`src/rtl/vga_pkg.sv`:
```
// Shared constants for the VGA FIFO reader: default 640x480@60 raster timing,
// the pixel word width and the reader state encoding.
package vga_pkg;

  localparam int RGB565_W = 16;

  localparam int DEF_H_ACTIVE = 640;
  localparam int DEF_H_FP     = 16;
  localparam int DEF_H_SYNC   = 96;
  localparam int DEF_H_BP     = 48;
  localparam int DEF_V_ACTIVE = 480;
  localparam int DEF_V_FP     = 10;
  localparam int DEF_V_SYNC   = 2;
  localparam int DEF_V_BP     = 33;

  typedef enum logic {
    WAIT_FILL = 1'b0,
    RUN       = 1'b1
  } rd_state_t;

endpackage

```
`src/rtl/vga_fifo_reader_if.sv`:
```
// Read-side handshake of the SDRAM display FIFO (normal mode: data valid the
// cycle after a read request).
interface vga_fifo_reader_if
  import vga_pkg::*;
#(
  parameter int DATA_W  = RGB565_W,
  parameter int USEDW_W = 11
) ();

  logic               r_fifo_rreq;
  logic [DATA_W-1:0]  sys_r_data;
  logic [USEDW_W-1:0] r_fifo_rusedw;

  modport master (
    output r_fifo_rreq,
    input  sys_r_data,
    input  r_fifo_rusedw
  );

  modport slave (
    input  r_fifo_rreq,
    output sys_r_data,
    output r_fifo_rusedw
  );

endinterface

```
`src/rtl/vga_timing_gen.sv`:
```
// Free-running raster counters and region decode (active area, sync pulses,
// last clock of the frame, first clock of the frame).
module vga_timing_gen #(
  parameter int H_ACTIVE = 640,
  parameter int H_FP     = 16,
  parameter int H_SYNC   = 96,
  parameter int H_BP     = 48,
  parameter int V_ACTIVE = 480,
  parameter int V_FP     = 10,
  parameter int V_SYNC   = 2,
  parameter int V_BP     = 33
) (
  input  logic clk,
  input  logic rst,
  output logic act,
  output logic hs_n,
  output logic vs_n,
  output logic frame_end,
  output logic origin
);

  localparam int H_TOTAL = H_ACTIVE + H_FP + H_SYNC + H_BP;
  localparam int V_TOTAL = V_ACTIVE + V_FP + V_SYNC + V_BP;
  localparam int H_CW    = $clog2(H_TOTAL);
  localparam int V_CW    = $clog2(V_TOTAL);

  logic [H_CW-1:0] h_cnt_reg;
  logic [V_CW-1:0] v_cnt_reg;
  logic            h_last;
  logic            v_last;

  assign h_last = (int'(h_cnt_reg) == H_TOTAL - 1);
  assign v_last = (int'(v_cnt_reg) == V_TOTAL - 1);

  always_ff @(posedge clk) begin
    if (rst) begin
      h_cnt_reg <= '0;
      v_cnt_reg <= '0;
    end else if (h_last) begin
      h_cnt_reg <= '0;
      v_cnt_reg <= v_last ? '0 : v_cnt_reg + 1'b1;
    end else begin
      h_cnt_reg <= h_cnt_reg + 1'b1;
    end
  end

  // Integer compares keep the decode exact even when a boundary equals 2**width.
  assign act  = (int'(h_cnt_reg) < H_ACTIVE) && (int'(v_cnt_reg) < V_ACTIVE);
  assign hs_n = !((int'(h_cnt_reg) >= H_ACTIVE + H_FP) &&
                  (int'(h_cnt_reg) <  H_ACTIVE + H_FP + H_SYNC));
  assign vs_n = !((int'(v_cnt_reg) >= V_ACTIVE + V_FP) &&
                  (int'(v_cnt_reg) <  V_ACTIVE + V_FP + V_SYNC));
  assign frame_end = h_last && v_last;
  assign origin    = (h_cnt_reg == '0) && (v_cnt_reg == '0);

endmodule

```
`src/rtl/vga_fifo_reader.sv`:
```
// Display-side FIFO consumer: pulls one word per active pixel once the FIFO has
// prefilled at a frame boundary, and blanks the rest of a frame on underflow.
module vga_fifo_reader
  import vga_pkg::*;
#(
  parameter int H_ACTIVE    = DEF_H_ACTIVE,
  parameter int H_FP        = DEF_H_FP,
  parameter int H_SYNC      = DEF_H_SYNC,
  parameter int H_BP        = DEF_H_BP,
  parameter int V_ACTIVE    = DEF_V_ACTIVE,
  parameter int V_FP        = DEF_V_FP,
  parameter int V_SYNC      = DEF_V_SYNC,
  parameter int V_BP        = DEF_V_BP,
  parameter int DATA_W      = RGB565_W,
  parameter int USEDW_W     = 11,
  parameter int START_LEVEL = 256
) (
  input  logic                clk,
  input  logic                rst,
  vga_fifo_reader_if.master   fifo,
  output logic                vga_hs,
  output logic                vga_vs,
  output logic                vga_de,
  output logic [DATA_W-1:0]   vga_rgb,
  output logic                frame_start,
  output logic [15:0]         underflow_cnt
);

  localparam logic [USEDW_W-1:0] START_LVL = USEDW_W'(START_LEVEL);

  logic      act;
  logic      hs_n;
  logic      vs_n;
  logic      frame_end;
  logic      origin;

  rd_state_t state_reg;
  rd_state_t state_next;
  logic      rreq;
  logic      rreq_reg;
  logic      underflow;
  logic [15:0] underflow_cnt_reg;

  vga_timing_gen #(
    .H_ACTIVE (H_ACTIVE),
    .H_FP     (H_FP),
    .H_SYNC   (H_SYNC),
    .H_BP     (H_BP),
    .V_ACTIVE (V_ACTIVE),
    .V_FP     (V_FP),
    .V_SYNC   (V_SYNC),
    .V_BP     (V_BP)
  ) u_timing (
    .clk       (clk),
    .rst       (rst),
    .act       (act),
    .hs_n      (hs_n),
    .vs_n      (vs_n),
    .frame_end (frame_end),
    .origin    (origin)
  );

  always_comb begin
    state_next = state_reg;
    rreq       = 1'b0;
    underflow  = 1'b0;
    case (state_reg)
      WAIT_FILL: begin
        // Only a frame boundary may start streaming, so pixel 0 is always word 0.
        if (frame_end && (fifo.r_fifo_rusedw >= START_LVL)) begin
          state_next = RUN;
        end
      end
      RUN: begin
        if (act) begin
          if (fifo.r_fifo_rusedw != '0) begin
            rreq = 1'b1;
          end else begin
            underflow  = 1'b1;
            state_next = WAIT_FILL;
          end
        end
      end
      default: state_next = WAIT_FILL;
    endcase
  end

  assign fifo.r_fifo_rreq = rreq;

  always_ff @(posedge clk) begin
    if (rst) begin
      state_reg         <= WAIT_FILL;
      rreq_reg          <= 1'b0;
      underflow_cnt_reg <= '0;
      vga_hs            <= 1'b1;
      vga_vs            <= 1'b1;
      vga_de            <= 1'b0;
      frame_start       <= 1'b0;
    end else begin
      state_reg   <= state_next;
      rreq_reg    <= rreq;
      vga_hs      <= hs_n;
      vga_vs      <= vs_n;
      vga_de      <= act;
      frame_start <= act && origin;
      if (underflow && (underflow_cnt_reg != 16'hFFFF)) begin
        underflow_cnt_reg <= underflow_cnt_reg + 16'd1;
      end
    end
  end

  // FIFO data lands the cycle after the request, the same cycle as the registered DE.
  assign vga_rgb       = rreq_reg ? fifo.sys_r_data : '0;
  assign underflow_cnt = underflow_cnt_reg;

endmodule

```
`src/flat_wrapper.sv`:
```
// flat-port wrapper written by rule: the top's interface ports become plain ports
module vga_fifo_reader_flat import vga_pkg::*;
#(
  parameter int H_ACTIVE    = DEF_H_ACTIVE,
  parameter int H_FP        = DEF_H_FP,
  parameter int H_SYNC      = DEF_H_SYNC,
  parameter int H_BP        = DEF_H_BP,
  parameter int V_ACTIVE    = DEF_V_ACTIVE,
  parameter int V_FP        = DEF_V_FP,
  parameter int V_SYNC      = DEF_V_SYNC,
  parameter int V_BP        = DEF_V_BP,
  parameter int DATA_W      = RGB565_W,
  parameter int USEDW_W     = 11,
  parameter int START_LEVEL = 256
)
  (clk, rst, vga_hs, vga_vs, vga_de, vga_rgb, frame_start, underflow_cnt, fifo_r_fifo_rreq, fifo_sys_r_data, fifo_r_fifo_rusedw);
  vga_fifo_reader_if #(.DATA_W(DATA_W), .USEDW_W(USEDW_W)) fifo_i ();
  input  logic clk;
  input  logic rst;
  output logic vga_hs;
  output logic vga_vs;
  output logic vga_de;
  output logic [DATA_W-1:0] vga_rgb;
  output logic frame_start;
  output logic [15:0] underflow_cnt;
  output wire logic [$bits(fifo_i.r_fifo_rreq)-1:0] fifo_r_fifo_rreq;
  input wire logic [$bits(fifo_i.sys_r_data)-1:0] fifo_sys_r_data;
  input wire logic [$bits(fifo_i.r_fifo_rusedw)-1:0] fifo_r_fifo_rusedw;
  assign fifo_r_fifo_rreq = fifo_i.r_fifo_rreq;
  assign fifo_i.sys_r_data = fifo_sys_r_data;
  assign fifo_i.r_fifo_rusedw = fifo_r_fifo_rusedw;
  vga_fifo_reader #(.H_ACTIVE(H_ACTIVE), .H_FP(H_FP), .H_SYNC(H_SYNC), .H_BP(H_BP), .V_ACTIVE(V_ACTIVE), .V_FP(V_FP), .V_SYNC(V_SYNC), .V_BP(V_BP), .DATA_W(DATA_W), .USEDW_W(USEDW_W), .START_LEVEL(START_LEVEL)) u_core (.clk(clk), .rst(rst), .fifo(fifo_i), .vga_hs(vga_hs), .vga_vs(vga_vs), .vga_de(vga_de), .vga_rgb(vga_rgb), .frame_start(frame_start), .underflow_cnt(underflow_cnt));
endmodule
```
`config.mk`:
```
export PLATFORM = sky130hd
export DESIGN_NAME = vga_fifo_reader_flat
export DESIGN_NICKNAME = d
export VERILOG_FILES = /design/src/rtl/vga_pkg.sv /design/src/rtl/vga_fifo_reader_if.sv /design/src/rtl/vga_timing_gen.sv /design/src/rtl/vga_fifo_reader.sv /design/src/flat_wrapper.sv
export SDC_FILE = /design/constraint.sdc
export NUM_CORES = 1
export LEC_CHECK = 0
export CORE_AREA = 2 2 75 77
export CTS_CLUSTER_DIAMETER = 80
export DETAILED_ROUTE_END_ITERATION = 16
export DIE_AREA = 0 0 77 79
export GPL_ROUTABILITY_DRIVEN = 0
export HOLD_SLACK_MARGIN = 0.15
export PLACE_DENSITY_LB_ADDON = 0.25
export RECOVER_POWER = 100
export SYNTH_ARGS = -nofsm -noshare
export SYNTH_HDL_FRONTEND = slang
export SYNTH_SLANG_ARGS = --single-unit
```
`constraint.sdc`:
```
create_clock -name clk -period 1.97 [get_ports clk]
set_input_delay 0.197 -clock clk [delete_from_list [all_inputs] [get_ports clk]]
set_output_delay 0.197 -clock clk [all_outputs]
set_load 0.1 [all_outputs]
```
; After elaboration in Yosys (flattened, before gate mapping)
; Cells that the tools add are included.
[classes]
add_sub_neg = 3
magnitude_cmp = 7
eq_ne = 3
mux = 11
bitwise = 1
n_reduce_logical = 14
[ops]
columns = op, n
row1 = adder 10 x 1 -> 10 bit (second input constant), 2
row2 = zero test 10 bit, 2
row3 = less-than comparator 10 bit (second input constant), 2
row4 = less-than comparator 10 x 9 -> 1 bit (second input constant), 2
row5 = adder 16 x 1 -> 16 bit (second input constant), 1
row6 = two-way mux 16 bit, 1
row7 = != test 16 bit (second input constant), 1
row8 = greater-or-equal comparator 11 x 9 -> 1 bit (second input constant), 1
row9 = nonzero test 11 bit, 1
row10 = == test 10 bit (second input constant), 1
row11 = == test 10 x 9 -> 1 bit (second input constant), 1
row12 = greater-or-equal comparator 10 bit (second input constant), 1
row13 = greater-or-equal comparator 10 x 9 -> 1 bit (second input constant), 1
row14 = two-way mux 10 bit, 1
row15 = logical AND 1 bit, 8
row16 = two-way mux 1 bit, 8
row17 = zero test 1 bit, 2
row18 = case mux 1 bit (2 select lines), 1
row19 = OR reduction 2 bit, 1
row20 = inverter 1 bit, 1
[word_totals]
register_bits = 42
in_bits = 29

; Logic depth before layout (Yosys ltp)
; Gate-level depths: netlist (run 1).
[logic_depth]
word_depth = 5
ltp_mapped = 8
ltp_nobuf = 7

; Cells and area by module
; A second synthesis (run 1) with hierarchy kept.
[hier_totals]
cells_unflattened = 261
area_unflattened_um2 = 2263.4
[by_module_without_submodules]
columns = module, n_inst, cells_each, area_each_um2
row1 = vga_fifo_reader, 1, 138, 1184.9
row2 = vga_timing_gen, 1, 123, 1078.5

; Least setup slack after synthesis (run 1)
; OpenSTA, ideal clock, no wires.
[synth_timing]
path_type = register -> register
from = reg u_core.underflow_cnt_reg[0], in the netlist u_core.underflow_cnt[0]
to = reg u_core.underflow_cnt_reg[13], in the netlist u_core.underflow_cnt[13]
arrival_time_ns = 2.539
path_slack_ns = -0.639
stages_incl_launch_ff = 8
synth_period_minus_slack_ns = 2.609
cell_sequence = dfxtp_1 > ha_1 > and4_1 > and4bb_1 > or3_1 > buf_2 > or4_1 > a21oi_1
[synth_via]
elab_chain_len = 2
word_cells_on_any_way = 3
cone_classes = add/sub: 1 / eq/ne: 1 / reduce/logical: 1
[synth_rtl]
columns = element, line
row1 = from (decl), vga_fifo_reader.sv:42  ; logic [15:0] underflow_cnt_reg;
row2 = from (signal assigned), vga_fifo_reader.sv:107  ; underflow_cnt_reg <= underflow_cnt_reg + 16'd1;
row3 = "parallel branches: the longest is 2 deep, another holds adder 16 x 1 -> 16 bit", --
; Parallel ways; which one is timed is not known.
; A chain may end at the register's enable or synchronous reset.

; Worst setup path in the final report (run 1)
[layout_timing]
from = reg u_core.underflow_cnt_reg[1], in the netlist u_core.underflow_cnt[1]
to = reg u_core.underflow_cnt_reg[12], in the netlist u_core.underflow_cnt[12]
; The elaborated chain is that of the path after synthesis.

==> results.py, run 1 <==
metrics = {
    "status": {
        "status": "complete, but fails checks",
        "failed_checks": "setup timing",
    },
    "yosys": {
        "ys_seq_elements": 42,
        "ys_types": 40,
        "synthArstFlopShare_pct": 0,
        "synth.net_count": 284,
        "avgSynthCellArea_sq_um": 8.48,
        "synth_top_family_by_area": "simple AND/OR/NAND/NOR gates",
        "yosysWarningCount": 0,
        "netlist_area_sq_um": 2120,
        "synth_cells": 250,
        "synth_edf_count": 0,
        "synthAdderAreaFrac_pct": 2.95,
        "synth.yosys.seq_area_share_pct": 39.7,
        "synth_compound_area_share_pct": 6.32,
        "synth_top_area_share_pct": 39.7,
        "synth_area_leaders": "dfxtp_1, and2_1, nor2_1, xnor2_1, xor2_1",
        "synth_ff_type": "dfxtp_1",
        "synth_xor_area_share_pct": 8.26,
        "synthSimpleGateAreaFrac_pct": 39.1,
        "synth_largest_area_cell": "dfxtp_1",
        "synth.area.mux_share_pct": 1.00,
    },
    "timing": {
        "rsz0062_at_grt": "true",
        "setup_slack_ps": -20.4,
        "setup_violations": 4,
        "period_share_pct": 101,
        "fin_crit_ps": 1990,
        "tightest_slew_ps": 1170,
        "finalHoldViolations": 0,
        "maxSlewHeadroom_pct": 22.4,
        "clock.fmax_ghz": 0.502,
        "skew_ps": 6.41,
        "slew_violations": 0,
        "hold_ws_ps": 488,
        "fin_setup_tns_ps": -56.6,
    },
    "global_route": {
        "grt_pass1_wl_um": 9500,
        "grt_pass1_vias": 2098,
        "overflow": 0,
        "grt_max_degree": 17,
        "grt_usage_pct": 19.0,
        "antenna_found_initial": 0,
    },
    "layout": {
        "nNetsFinal": 391,
        "drive_above_1_share_pct": 31.0,
        "area_growth_pct": 58.9,
        "fin_area_sq_um": 3370,
        "final_common_cell": "buf_4",
        "fin_util_pct": 63.1,
        "largest_reg_flops": 16,
        "diodes": 0,
        "layout.cells.most_common_list": "buf_4, clkdlybuf4s50_1, dfxtp_1",
    },
    "routing": {
        "vias": 2205,
        "route.detailed.drc": 0,
        "drt_first_iter_violations": 67,
        "firstDrtPassIters": 4,
        "drt-vias-per-instance": 5.13,
        "ant_nets": 0,
        "wl_per_cell_um": 13.1,
        "wirelength_um": 5620,
    },
    "placement": {
        "hpwl_um": 4190,
        "io_buffers": 65,
        "place_ws_ps": -372,
        "placed_area_sq_um": 3270,
    },
    "power": {
        "p_leak_nw": 1.28,
        "worst_ir_drop_vdd_mv": 0.321,
        "p_per_area_nw_per_um2": 464,
    },
    "worst_setup_path": {
        "rr_endpoint": "u_core.underflow_cnt[12]",
        "regToRegSetupSlack_ps": -20,
        "worst-r2r-cell-count": 7,
        "path_class": "flip-flop to flip-flop",
        "required_ps": 2150,
        "worstPathMaxFanout": 5,
        "cp.arrival_ps": 2170,
        "crit_path_start_kind": "flip-flop",
        "cp-end-kind": "flip-flop",
        "cp-endpoint": "u_core.underflow_cnt[12]",
        "cp-startpoint": "u_core.underflow_cnt[1]",
        "r2r-start": "u_core.underflow_cnt[1]",
    },
    "clocking": {
        "clkLatencyLatePin_ps": 290,
        "cts_tree": "built",
        "cts_made_buffers": 5,
        "cts_num_sinks": 42,
        "cts_hold_buf": 0,
        "cts_buffer_depth": 2,
        "clk_pin_slew_ps": 80,
        "cts-root-buf": "clkbuf_8",
        "htreeDepth": 2,
    },
    "floorplanning": {
        "die_area_sq_um": 6080,
        "die_x_um": 77,
        "die_h_um": 79,
        "initial_core_util_pct": 39.7,
        "ios": 66,
        "row_count": 27,
        "core_sq_um": 5340,
    },
    "run": {
        "cap_violations": 0,
    },
    "hold_path": {
        "hold_class": "flip-flop to flip-flop",
    },
}
[metal layers]
layer	up-vias	part of all wire [%]	track usage, %
met3	5	6.6	4.55
li1	1107	-	-
met5	-	0	0
met2	63	48	32.3
met1	1030	44	23.5
met4	0	1.1	7.14
[worst min-delay path by stage]
stage	from	end	slack [ps]	cells past startpoint
2_1_floorplan	rst	u_core.vga_de	280	1
3_3_place_gp	u_core.u_timing.v_cnt_reg[1]	u_core.vga_vs	460	1
3_5_place_dp	u_core.u_timing.v_cnt_reg[1]	u_core.vga_vs	460	1
4_1_cts	u_core.u_timing.v_cnt_reg[1]	u_core.vga_vs	480	1
5_1_grt	u_core.u_timing.v_cnt_reg[1]	u_core.vga_vs	510	1
6_report	u_core.u_timing.h_cnt_reg[0]	u_core.u_timing.h_cnt_reg[0]	490	1
[Yosys cell counts (3+ instances only)]
library cell / number
ha_1: 5
nor3_1: 12
o21ai_0: 6
and2_1: 17
nor4_2: 3
nor4b_1: 4
xnor2_1: 10
and4_1: 3
or4_1: 4
nand4_1: 7
nand3_1: 15
or3_1: 9
and3_1: 8
o31ai_1: 3
nor4_1: 6
dfxtp_1: 42
nor2_1: 25
nand2_1: 19
a21oi_1: 12
xor2_1: 10
inv_1: 6
clkbuf_1: 4
nor2b_1: 3
[critical path: stages (launching register included)]
cell	delay (ps)
dfxtp_4	350
ha_4	150
and4_1	160
and4bb_1	220
or3_4	360
buf_6	150
nor4_4	160
mux2_4	330
[layout make-up]
class | instances | area, sq um
repair buffers | 107 | 1010
multi-input cells | 195 | 1290
inverters | 6 | 22.5
flip-flops and latches | 42 | 868
clock buffers | 7 | 86.3
well taps | 72 | 90.1
fillers | 500 | 1970
clock inverters | 1 | 5.00
[what timing repair did]
item,4_1_cts,5_1_grt
setup endpoints to repair,8,12
pin swaps,10,3
resized for setup,7,8
cloned,2,0
setup buffers,2,0
[logic make-up (layout without fill, tap and decap cells)]
| family | Yosys count | count (layout) |
|---|---|---|
| AOI/OAI and AO/OA | 24 | 24 |
| xor gates and xnor gates | 20 | 20 |
| adders and majority gates | 5 | 5 |
| buffers and inverters | 13 | 121 |
| DFF | 42 | 42 |
| muxes | 2 | 2 |
| and+or+nand+nor | 144 | 144 |
[power breakdown]
group          switching, mW  leakage, nW  internal [mW]
combinational         0.0620        0.888         0.0687
clock                  0.293       0.0482          0.283
sequential           0.00440        0.349          0.852
total                  0.360         1.28           1.20
[stage by stage]
| step | power (mW) | cells |
|---|---|---|
| global route | 1.62 | 430 |
| global placement | 1.01 | 418 |
| finish | 1.56 | 430 |
| CTS | 1.59 | 430 |
| floorplan | 0.930 | 250 |
| detailed placement | 1.01 | 418 |
(Power assumes the default switching activity.)
==> inputs of run 2 (changes only) <==
Settings changed: PLACE_DENSITY from default to 0.74, PLACE_DENSITY_LB_ADDON 0.25 to default, SLEW_MARGIN from default to 20.
==> results.py, run 2 (synthesized netlist as in run 1, its figures left out) <==
metrics = {
    "routing": {
        "top_layer_used": "met4",
        "drt-vias-per-instance": 5.17,
        "vias": 2230,
        "drt_first_iter_violations": 136,
        "dr_wl_met3_um": 392,
        "wl_met1_um": 2440,
        "dr_wl_met2_um": 2820,
        "ant_nets": 0,
        "wirelength_um": 5720,
        "wl_per_cell_um": 13.3,
        "route.detailed.drc": 0,
        "firstDrtPassIters": 4,
    },
    "timing": {
        "fin_crit_ps": 2030,
        "maxSlewHeadroom_pct": 22.0,
        "setup_slack_ps": -56.3,
        "period_share_pct": 103,
        "tightest_slew_ps": 1180,
        "skew_ps": 9.23,
        "clock.fmax_ghz": 0.494,
        "slew_violations": 0,
        "finalHoldViolations": 0,
        "rsz0062_at_grt": "true",
        "setup_violations": 7,
    },
    "power": {
        "p_per_area_nw_per_um2": 453,
        "p_leak_nw": 1.27,
        "swShare_pct": 23.4,
        "p_switching_mw": 0.356,
        "worst_ir_drop_vdd_mv": 0.314,
        "seqPwrFrac_pct": 56.4,
        "pwr-share-comb_pct": 8.4,
        "clkPwrFrac_pct": 35.1,
        "p_int_mw": 1.16,
    },
    "worst_setup_path": {
        "rr_endpoint": "u_core.underflow_cnt[9]",
        "r2r-start": "u_core.underflow_cnt[1]",
        "required_ps": 2200,
        "worst-r2r-cell-count": 7,
        "cp-end-kind": "flip-flop",
        "cp-endpoint": "u_core.underflow_cnt[9]",
        "regToRegSetupSlack_ps": -60,
        "worstPathMaxFanout": 7,
        "cp.arrival_ps": 2250,
        "cp-startpoint": "u_core.underflow_cnt[1]",
        "crit_path_start_kind": "flip-flop",
        "path_class": "flip-flop to flip-flop",
    },
    "status": {
        "failed_checks": "setup timing",
        "status": "complete, but fails checks",
    },
    "placement": {
        "dp.cells": 417,
        "hpwl_um": 4250,
        "io_buffers": 65,
    },
    "global_route": {
        "grt_pass1_wl_um": 9380,
        "overflow": 0,
        "grt_max_degree": 21,
        "antenna_found_initial": 0,
        "grt_usage_pct": 18.8,
        "grt_pass1_vias": 2135,
    },
    "layout": {
        "final_common_cell": "buf_4",
        "diodes": 0,
        "area_growth_pct": 58.3,
        "largest_reg_flops": 16,
        "layout.cells.most_common_list": "buf_4, clkdlybuf4s50_1, dfxtp_1",
        "nNetsFinal": 392,
        "drive_above_1_share_pct": 30.1,
        "fin_util_pct": 62.9,
        "stdcell_count": 431,
    },
    "clocking": {
        "clkLatencyLatePin_ps": 300,
        "clk_pin_slew_ps": 80,
        "cts_buffer_depth": 2,
        "cts_hold_buf": 0,
        "htreeDepth": 2,
        "cts_made_buffers": 5,
        "cts_tree": "built",
        "cts-root-buf": "clkbuf_8",
        "cts_num_sinks": 42,
    },
    "floorplanning": {
        "ios": 66,
        "die_area_sq_um": 6080,
        "core_sq_um": 5340,
        "die_x_um": 77,
        "row_count": 27,
        "die_h_um": 79,
        "initial_core_util_pct": 39.7,
    },
    "hold_path": {
        "hold_class": "flip-flop to flip-flop",
    },
    "run": {
        "cap_violations": 0,
    },
}
## run 2: what timing repair did
action	4_1_cts	5_1_grt
cloned	1	0
buffers inserted	4	1
resized for setup	3	10
setup endpoints to repair	8	10
pin swaps	3	8
## run 2: worst min path at each step
stage                                 startpoint                            to  slack [ps]  depth (start not counted)
CTS                 u_core.u_timing.h_cnt_reg[0]  u_core.u_timing.h_cnt_reg[0]         490                          1
detailed placement  u_core.u_timing.v_cnt_reg[1]                 u_core.vga_vs         470                          1
floorplan                                    rst                 u_core.vga_de         280                          1
global route        u_core.u_timing.v_cnt_reg[1]                 u_core.vga_vs         520                          1
finish              u_core.u_timing.h_cnt_reg[0]  u_core.u_timing.h_cnt_reg[0]         490                          1
global placement    u_core.u_timing.v_cnt_reg[1]                 u_core.vga_vs         470                          1
## run 2: final cells by class
cell class | count | area, sq um
clock buffers | 6 | 72.6
well taps | 72 | 90.1
flip-flops and latches | 42 | 868
fillers | 482 | 1980
inverters | 6 | 22.5
clock inverters | 2 | 8.76
multi-input cells | 195 | 1290
repair buffers | 108 | 1010
## run 2: metrics by stage
| step | area, sq um | power (mW) | worst slack [ps] | TNS, ps | hold slack (ps) |
|---|---|---|---|---|---|
| 4_1_cts | 3400 | 1.53 | -67.4 | -189 | 494 |
| 2_1_floorplan | 2160 | 0.930 | -218 | -1340 | 277 |
| 5_1_grt | 3360 | 1.57 | -91.8 | -630 | 521 |
| 3_3_place_gp | 3270 | 1.01 | -335 | -2260 | 473 |
| 3_5_place_dp | 3270 | 1.01 | -352 | -2470 | 475 |
| 6_report | 3360 | 1.52 | -56.3 | -247 | 491 |
## run 2: worst max-delay path, stage by stage (launching register included)
cell,delay [ps]
dfxtp_4,360
ha_4,150
and4_4,140
and4bb_1,210
or3_4,410
buf_6,150
or4_1,390
a21oi_1,140
## run 2: layer usage
metal	up-vias	global-route usage (%)
met3	5	5.68
li1	1104	-
met1	1041	20.9
met2	80	34.7
met5	-	0
met4	0	5.36
## run 2: power by group through the flow
stage,clock network [mW],logic (mW),registers [mW]
global route,0.572,0.137,0.858
global placement,0,0.133,0.877
detailed placement,0,0.135,0.877
CTS,0.541,0.136,0.857
floorplan,0,0.0279,0.902
finish,0.534,0.128,0.857
==> inputs of run 3 (changes only) <==
Settings changed: CTS_CLUSTER_SIZE from default to 24.
==> results of run 3 <==
No change in the layout: final DEF, timing and power equal those of run 2.
